## config.mk

```make
export PLATFORM = sky130hd
export DESIGN_NAME = shared_gf4_dom_mul_pipe
export DESIGN_NICKNAME = d
export VERILOG_FILES = /design/src/rtl/masked_gf_pkg.sv /design/src/rtl/dom_cross_cell.sv /design/src/rtl/gf2_mul.sv /design/src/rtl/square_scaler.sv /design/src/rtl/shared_gf4_dom_mul_pipe.sv
export SDC_FILE = /design/constraint.sdc
export NUM_CORES = 1
export LEC_CHECK = 0
export BUFFER_PORTS_ARGS = -buffer_cell sky130_fd_sc_hd__buf_2
export CAP_MARGIN = 20
export CORE_ASPECT_RATIO = 0.7
export CORE_MARGIN = 2
export CORE_UTILIZATION = 35
export CTS_CLUSTER_SIZE = 24
export DETAILED_ROUTE_END_ITERATION = 6
export HOLD_SLACK_MARGIN = 0.12
export PLACE_DENSITY = 0.55
export REMOVE_ABC_BUFFERS = 1
export SLEW_MARGIN = 20
export SYNTH_ARGS = -nofsm -noshare
export SYNTH_HDL_FRONTEND = slang
export SYNTH_SLANG_ARGS = --single-unit
```

## constraint.sdc

```tcl
create_clock -name ClkxCI -period 0.8 [get_ports ClkxCI]
set_input_delay 0.08 -clock ClkxCI [delete_from_list [all_inputs] [get_ports ClkxCI]]
set_output_delay 0.08 -clock ClkxCI [all_outputs]
set_load 0.005 [all_outputs]
```

## src/rtl/masked_gf_pkg.sv

```systemverilog
// Shared constants and helpers for the masked GF(2^4) datapath.
// Field is GF(2)[x]/(x^4+x+1). Operands are carried in the normal basis
// {b, b^2, b^4, b^8} with b = x^3; bit i is the coefficient of b^(2^i).
package masked_gf_pkg;

  localparam int GF_W = 4;

  localparam logic MODE_MUL     = 1'b0;
  localparam logic MODE_SQSCMUL = 1'b1;

  // Scaling constant of the square-scale map, normal basis.
  localparam logic [GF_W-1:0] SQSC_NU = 4'h8;

  // Mask index shared by the cross terms (i,j) and (j,i).
  function automatic int rand_idx(input int i, input int j, input int shares);
    int lo;
    int hi;
    lo = (i < j) ? i : j;
    hi = (i < j) ? j : i;
    return lo * shares - (lo * (lo + 1)) / 2 + (hi - lo - 1);
  endfunction

  // Normal basis -> polynomial basis (b=1000, b^2=1100, b^4=1111, b^8=1010).
  function automatic logic [GF_W-1:0] nb_to_pb(input logic [GF_W-1:0] a);
    return (a[0] ? 4'b1000 : 4'b0000) ^ (a[1] ? 4'b1100 : 4'b0000) ^
           (a[2] ? 4'b1111 : 4'b0000) ^ (a[3] ? 4'b1010 : 4'b0000);
  endfunction

  // Inverse of nb_to_pb.
  function automatic logic [GF_W-1:0] pb_to_nb(input logic [GF_W-1:0] p);
    return {p[1] ^ p[0], p[0], p[2] ^ p[0], ^p};
  endfunction

  // Shift-and-add product modulo x^4+x+1.
  function automatic logic [GF_W-1:0] pb_mul(input logic [GF_W-1:0] a,
                                             input logic [GF_W-1:0] b);
    logic [GF_W-1:0] acc;
    logic [GF_W-1:0] sh;
    acc = '0;
    sh  = a;
    for (int k = 0; k < GF_W; k++) begin
      if (b[k]) acc = acc ^ sh;
      sh = {sh[GF_W-2:0], 1'b0} ^ (sh[GF_W-1] ? 4'b0011 : 4'b0000);
    end
    return acc;
  endfunction

endpackage

```

## src/rtl/dom_cross_cell.sv

```systemverilog
// One stage-1 DOM term with its enable flop. Domain cells may add the
// square-scale term; cross cells add their fresh mask (domain cells get 0).
module dom_cross_cell
  import masked_gf_pkg::*;
#(
  parameter bit DOMAIN = 1'b0
) (
  input  logic            i_clk,
  input  logic            i_rst_n,
  input  logic            i_en,
  input  logic            i_mode,
  input  logic [GF_W-1:0] i_x,
  input  logic [GF_W-1:0] i_y,
  input  logic [GF_W-1:0] i_z,
  output logic [GF_W-1:0] o_q
);

  logic [GF_W-1:0] w_prod;
  logic [GF_W-1:0] w_sqsc;
  logic [GF_W-1:0] w_term;
  logic [GF_W-1:0] r_q;

  gf2_mul #(.N(GF_W)) u_mul (
    .i_a (i_x),
    .i_b (i_y),
    .o_q (w_prod)
  );

  square_scaler u_sqsc (
    .i_a (i_x ^ i_y),
    .o_q (w_sqsc)
  );

  // Term to register: product, mask, and the square-scale part on the diagonal.
  always_comb begin
    w_term = w_prod ^ i_z;
    if (DOMAIN && (i_mode == MODE_SQSCMUL)) w_term = w_term ^ w_sqsc;
  end

  // Load only on accepted operations so stale and fresh masks never mix.
  always_ff @(posedge i_clk or negedge i_rst_n) begin
    if (!i_rst_n)  r_q <= '0;
    else if (i_en) r_q <= w_term;
  end

  assign o_q = r_q;

endmodule

```

## src/rtl/gf2_mul.sv

```systemverilog
// GF(2^4) multiplier, normal-basis operands and result.
module gf2_mul
  import masked_gf_pkg::*;
#(
  parameter int N = GF_W
) (
  input  logic [N-1:0] i_a,
  input  logic [N-1:0] i_b,
  output logic [N-1:0] o_q
);

  if (N != GF_W) begin : g_bad_width
    $error("gf2_mul: only the 4-bit field is provided");
  end

  assign o_q = pb_to_nb(pb_mul(nb_to_pb(i_a), nb_to_pb(i_b)));

endmodule

```

## src/rtl/square_scaler.sv

```systemverilog
// sqsc(a) = NU * a^2 over GF(2^4), normal basis. Linear in a.
module square_scaler
  import masked_gf_pkg::*;
(
  input  logic [GF_W-1:0] i_a,
  output logic [GF_W-1:0] o_q
);

  logic [GF_W-1:0] w_sq;

  // Squaring in a normal basis is a cyclic shift of the coefficients.
  assign w_sq = {i_a[GF_W-2:0], i_a[GF_W-1]};

  gf2_mul #(.N(GF_W)) u_scale (
    .i_a (w_sq),
    .i_b (SQSC_NU),
    .o_q (o_q)
  );

endmodule

```

## src/rtl/shared_gf4_dom_mul_pipe.sv

```systemverilog
// Pipelined DOM multiplier over GF(2^4) for SHARES shares, with optional
// square-scale term and optional registered output stage.
module shared_gf4_dom_mul_pipe
  import masked_gf_pkg::*;
#(
  parameter int SHARES = 2,
  parameter int OUTREG = 0,
  parameter int NRAND  = SHARES * (SHARES - 1) / 2
) (
  input  logic                   ClkxCI,
  input  logic                   RstxBI,
  input  logic                   ValidxSI,
  input  logic                   ModexSI,
  input  logic [GF_W*SHARES-1:0] XxDI,
  input  logic [GF_W*SHARES-1:0] YxDI,
  input  logic [GF_W*NRAND-1:0]  ZxDI,
  output logic [GF_W*SHARES-1:0] QxDO,
  output logic                   ValidxSO
);

  if (SHARES < 2) begin : g_bad_shares
    $error("shared_gf4_dom_mul_pipe: SHARES must be at least 2");
  end

  logic [GF_W-1:0]        w_cell [SHARES][SHARES];
  logic [GF_W*SHARES-1:0] w_comp;

  for (genvar gi = 0; gi < SHARES; gi++) begin : g_row
    for (genvar gj = 0; gj < SHARES; gj++) begin : g_col
      logic [GF_W-1:0] w_z;
      if (gi == gj) begin : g_dom
        assign w_z = '0;
      end else begin : g_cross
        localparam int K = rand_idx(gi, gj, SHARES);
        assign w_z = ZxDI[GF_W*K +: GF_W];
      end
      dom_cross_cell #(.DOMAIN(gi == gj)) u_cell (
        .i_clk   (ClkxCI),
        .i_rst_n (RstxBI),
        .i_en    (ValidxSI),
        .i_mode  (ModexSI),
        .i_x     (XxDI[GF_W*gi +: GF_W]),
        .i_y     (YxDI[GF_W*gj +: GF_W]),
        .i_z     (w_z),
        .o_q     (w_cell[gi][gj])
      );
    end
  end

  // Output share i is the XOR of stage-1 row i; only registers feed it.
  always_comb begin
    w_comp = '0;
    for (int i = 0; i < SHARES; i++) begin
      for (int j = 0; j < SHARES; j++) begin
        w_comp[GF_W*i +: GF_W] = w_comp[GF_W*i +: GF_W] ^ w_cell[i][j];
      end
    end
  end

  if (OUTREG != 0) begin : g_outreg
    logic [1:0]             r_vld;
    logic [GF_W*SHARES-1:0] r_q;

    // Two-deep valid pipe; output register loads behind a valid stage-1.
    always_ff @(posedge ClkxCI or negedge RstxBI) begin
      if (!RstxBI) begin
        r_vld <= '0;
        r_q   <= '0;
      end else begin
        r_vld <= {r_vld[0], ValidxSI};
        if (r_vld[0]) r_q <= w_comp;
      end
    end

    assign QxDO     = r_q;
    assign ValidxSO = r_vld[1];
  end else begin : g_noreg
    logic r_vld;

    // Single valid stage tracking the stage-1 cells.
    always_ff @(posedge ClkxCI or negedge RstxBI) begin
      if (!RstxBI) r_vld <= 1'b0;
      else         r_vld <= ValidxSI;
    end

    assign QxDO     = w_comp;
    assign ValidxSO = r_vld;
  end

endmodule

```

## After elaboration in Yosys (flattened, before gate mapping)

Cells that the tools add are included.

- Shifts and indexed selects: 0
- Multiply operators: 0
- Order comparisons: 0
- Add/sub/neg operators: 0
- Equal/unequal tests: 0
- Muxes and demuxes: 54
- Bitwise gates (word level): 64
- Reductions and logical operators: 6
- Divide/modulo/power cells: 0

Operators by type and width:

| operator | count |
|---|---|
| 4-bit bitwise XOR | 46 |
| 4-bit two-way mux | 42 |
| 2-bit two-way mux | 12 |
| 4-bit XOR reduction | 6 |
| 4-bit by 2-bit bitwise XOR with 4-bit output | 6 |
| 1-bit bitwise XOR | 12 |

- Output and inout bits: 9
- Register bits after elaboration: 17
- Bits of input ports: 24
- Bits in read-only memories: 0
- Bits in latches: 0
- Memories: 0
- Word-level logic and storage cells: 129
- Memory bits (writable): 0

## Depth between registers and ports, before layout

- Depth in word-level cells: 15
- Gate-level depth with buffers: 9
- Mapped depth without buffers: 7

## Cells and area by module

Synthesis repeated with hierarchy kept, for this count alone.

- Cell total of the unflattened synthesis: 480
- Area, all modules: 3849.9 µm²

Modules (own cells, without submodules):

| module | cells an instance | area each (µm²) | times used |
|---|---|---|---|
| gf2_mul | 64 | 465.4 | 6 |
| dom_cross_cell at g_row[0].g_col[0].u_cell ... | 24 | 265.3 | 2 |
| dom_cross_cell at g_row[0].g_col[1].u_cell ... | 17 | 206.4 | 2 |
| shared_gf4_dom_mul_pipe | 10 | 98.8 | 1 |
| square_scaler | 2 | 7.5 | 2 |

## Worst setup path before layout

OpenSTA, ideal clock, no wires.

- Path type: input-to-reg
- From: in YxDI[7]
- To: reg g_row[0].g_col[1].u_cell.r_q[0]
- Stages on the path: 8
- Data required time: 723 ps
- Library setup time: 77 ps
- Path slack: -1168 ps
- Path buffers: 1
- Data arrival time: 1891 ps
- Cells stage by stage: buf_2 -> xnor2_2 -> xnor2_1 -> nand2_1 -> xnor3_1 -> xnor2_2 -> xnor3_1 -> a21oi_1

- Word-level cells in the longest chain between the ends: 9

Ends and longest elaborated chain:

| element | line | RTL |
|---|---|---|
| start: declaration | shared_gf4_dom_mul_pipe.sv:15 | `input logic [GF_W*SHARES-1:0] YxDI,` |
| 4-bit two-way mux (*) | masked_gf_pkg.sv:26 | `(a[2] ? 4'b1111 : 4'b0000) ^ (a[3] ? 4'b1010 : 4'b0000);` |
| 4-bit bitwise XOR (*) | masked_gf_pkg.sv:26 |  |
| 4-bit two-way mux | masked_gf_pkg.sv:42 | `if (b[k]) acc = acc ^ sh;` |
| 4-bit bitwise XOR | masked_gf_pkg.sv:42 |  |
| 4-bit two-way mux | masked_gf_pkg.sv:42 |  |
| 4-bit bitwise XOR | masked_gf_pkg.sv:42 |  |
| 4-bit two-way mux (*) | masked_gf_pkg.sv:42 |  |
| 4-bit XOR reduction (*) | masked_gf_pkg.sv:31 | `return {p[1] ^ p[0], p[0], p[2] ^ p[0], ^p};` |
| 4-bit bitwise XOR (*) | dom_cross_cell.sv:36 | `w_term = w_prod ^ i_z;` |
| end signal: assignment | dom_cross_cell.sv:43 | `else if (i_en) r_q <= w_term;` |
| end: declaration | dom_cross_cell.sv:21 | `logic [GF_W-1:0] r_q;` |

Every way passes the cells marked *; elsewhere a longest branch is shown, timed or not.
A chain may end at the register's enable or synchronous reset.

## Worst setup path after layout

Same ends and word-level chain as after synthesis.

==> summary.txt <==
Setup path
  • Worst EP required: 0.99 ns
  • CP Buf/Inv Count: 1
  • CP max stage delay: 0.44 ns
  • Critical setup path kind: input port to flop
  • CP startpoint kind: input port
  • Crit-path slowest cell: xnor3_1
  • CP Max Fanout: 4
  • Crit end category: flop
  • Worst Path Arrival: 1.82 ns
  • Crit-path cells: buf_12, xnor2_4, xnor2_1, nand2_1, xnor3_2, xnor2_2, xnor3_1, a21oi_2
  • CP top delay family: XOR/XNOR gates

Route
  • DR pass1 iterations: 4
  • Routed Antenna Nets: 0
  • Via/cell ratio: 4.67
  • DRT iter0 DRCs: 103
  • DR vias: 2384
  • Overall routed net length: 7730 um
  • WL per Instance: 15.1 um
  • Drt drc: 0

Status
  • Status: finished with violations
  • Violated checks: negative setup slack

Global route
  • Vias in the first global route: 2387
  • First-pass GRT wire length: 11500 um
  • Met2 GRT Util: 0.322
  • Largest net degree at the start of global routing: 18
  • Global routing usage on met3: 0.0355
  • Initial antenna violation count: 0
  • Final global-route overflow total: 0
  • GR met1 Demand/Resource: 0.267
  • GRT Max-Usage Layer: met2
  • Gr usage total: 0.190

Placed design
  • Port buffer count: 32
  • HPWL after DPL: 5270 um
  • GPL Wtd Cong: 0.839

Floorplan
  • DIE HEIGHT: 73.7 um
  • Placement row count: 25
  • Die Wd: 104 um
  • Die Area: 7640 um^2
  • Io pins: 33
  • Initial Util: 0.362
  • Core Area: 6730 um^2

Timing
  • Max_slew headroom: 0.745
  • Sum of negative setup slack: -12.57 ns
  • Setup ws final: -0.827 ns
  • Worst-margin pin slew: 0.382 ns
  • Part of the cycle the worst path needs: 2.03
  • F_max: 0.614 GHz
  • Final setup vio count: 25
  • Slew Viols, Final: 0
  • Unrepaired setup endpoints after global routing: yes
  • Fin Hold WS: 0.205 ns
  • Hold Vio Cnt, Final: 0
  • Skew final: 0 ns
  • Post-route minimum period: 1.63 ns

Synth
  • Dominant cell by count in the synthesized netlist: xnor2_1
  • Seq/Total Area, Yosys: 0.175
  • Main area contributors after synthesis: xnor2_1 21%, dfrtp_1 17%, xor2_1 16%, mux2i_1 5.3%, nand2_1 5.2%
  • Main synth FF type: dfrtp_1
  • Synth top cells by count: 59 x xnor2_1, 45 x xor2_1, 34 x nand2_1, 18 x nor2_1, 17 x dfrtp_1
  • Synth Warn #: 0
  • Async set-reset flop share out of synthesis: 1.00
  • Top cell type by total area after synthesis: xnor2_1
  • Synth cell types: 34
  • Mapped Avg Cell Area: 8.45 um^2
  • Syn Inst Count: 288
  • Top-area cell type share of the netlist area: 0.212
  • Synth Cell Area: 2430 um^2
  • Synthesized flop and latch total: 17
  • Post-synth EDFFs: 0

Clock tree
  • CTS clk-pin slew, worst paths: 0.06 ns
  • CTS tree: done
  • Clk Latency, worst-skew pair: 0.26 ns
  • Inserted Clock Buffers: 3
  • Sink Count: 17
  • CTS max path bufs: 2
  • Root Buffer Master: clkbuf_8
  • CTS H-Tree Depth: 1

Pwr
  • Worst IR Drop VDD: 1.25 mV
  • Pwr dens: 1850 nW/um^2
  • Leakage: 0.00206 uW

Min path
  • Worst hold path class: input port to flop

Final layout
  • Layout cells sized above 1: 0.588
  • Layout filler cell count: 504
  • Synth-to-Final Area Change: 87.8%
  • # diodes: 0
  • Layout Nets: 444

Run
  • Maxcap violations: 0
[area by class of cell]
cell class / instances / area [um^2] / area share
multi-input combinational: 244 / 2630 / 0.575
timing repair buffer: 146 / 1330 / 0.290
sequential: 17 / 425 / 0.0931
tap: 94 / 118 / 0.0257
clock buffer: 4 / 45.0 / 0.00986
inverter: 6 / 25.0 / 0.00548
[worst reg2reg max path, cell delays in order (launching register included)]
cell	delay (ns)
dfrtp_1	0.38
buf_4	0.13
mux2_4	0.26
[metal layers]
metal / routed length (um) / up-vias
met5: 0 / -
met2: 3800 / 45
met1: 3600 / 1146
met3: 265 / 6
met4: 61 / 0
li1: - / 1187
[what timing repair did]
action	CTS	global route
hold buffers	2	0
resized for setup	120	74
hold endpoints to repair	18	0
gates cloned	0	0
setup buffers	17	9
pin swaps	69	38
endpoints found under the setup margin	25	25
[where the power goes]
group	internal, uW	leakage, uW	switching [uW]
combinational	3760	0.00184	2530
sequential	1260	0.000194	268
clock	355	0.0000228	299
[placed cells by master (no fill, tap or decap), types with 7 or more instances in the layout]
master	n
buf_6	24
buf_12	11
xnor2_2	27
nand2_1	30
xnor2_4	8
buf_4	88
nor2_1	13
xor2_4	8
mux2_4	7
buf_2	16
xnor2_1	26
mux2i_1	10
dfrtp_1	17
xor2_2	12
xor2_1	27
a21oi_1	13
[registers in the layout, summed over array words and instances (netlist names)]
name,cells
g_row.g_col.u_cell.o_q,16
ValidxSO,1
[worst paths after layout]
| check | start | endpoint | slack (ns) | cells after the start |
|---|---|---|---|---|
| worst max-delay path | YxDI[7] | g_row[0].g_col[1].u_cell.o_q[0]$_DFFE_PN0P_ | -0.83 | 8 |
| worst min-delay path | ZxDI[1] | g_row[0].g_col[1].u_cell.o_q[1]$_DFFE_PN0P_ | 0.21 | 3 |
| worst max register to register | g_row[1].g_col[0].u_cell.o_q[3]$_DFFE_PN0P_ | g_row[1].g_col[0].u_cell.o_q[3]$_DFFE_PN0P_ | -0.08 | 2 |
| worst min register to register | g_row[1].g_col[0].u_cell.o_q[2]$_DFFE_PN0P_ | g_row[1].g_col[0].u_cell.o_q[2]$_DFFE_PN0P_ | 0.53 | 2 |
| max in group asynchronous | RstxBI | g_row[0].g_col[0].u_cell.o_q[0]$_DFFE_PN0P_ | 0.26 | 2 |
| min in group asynchronous | RstxBI | ValidxSO$_DFF_PN0_ | 0.27 | 2 |
[per-stage QoR]
stage / power, uW / instances / setup WS, ns / util / area (um^2)
after floorplan: 4310 / 267 / -1.02 / - / 2330
after global placement: 6170 / 486 / -1.25 / 0.495 / 3330
after detailed placement: 6250 / 486 / -1.31 / 0.495 / 3330
after CTS: 7800 / 505 / -0.807 / 0.610 / 4100
after global routing: 9050 / 511 / -0.918 / 0.679 / 4570
final: 8460 / 511 / -0.827 / 0.679 / 4570
[kinds of logic after synthesis]
kind of cell,share of synthesized area
buf+inv,0.0514
mux,0.0952
simple gates,0.126
xor+xnor,0.448
compound gates,0.0947
flops,0.175
fa+ha+maj,0.0103
(Power assumes the default switching activity.)
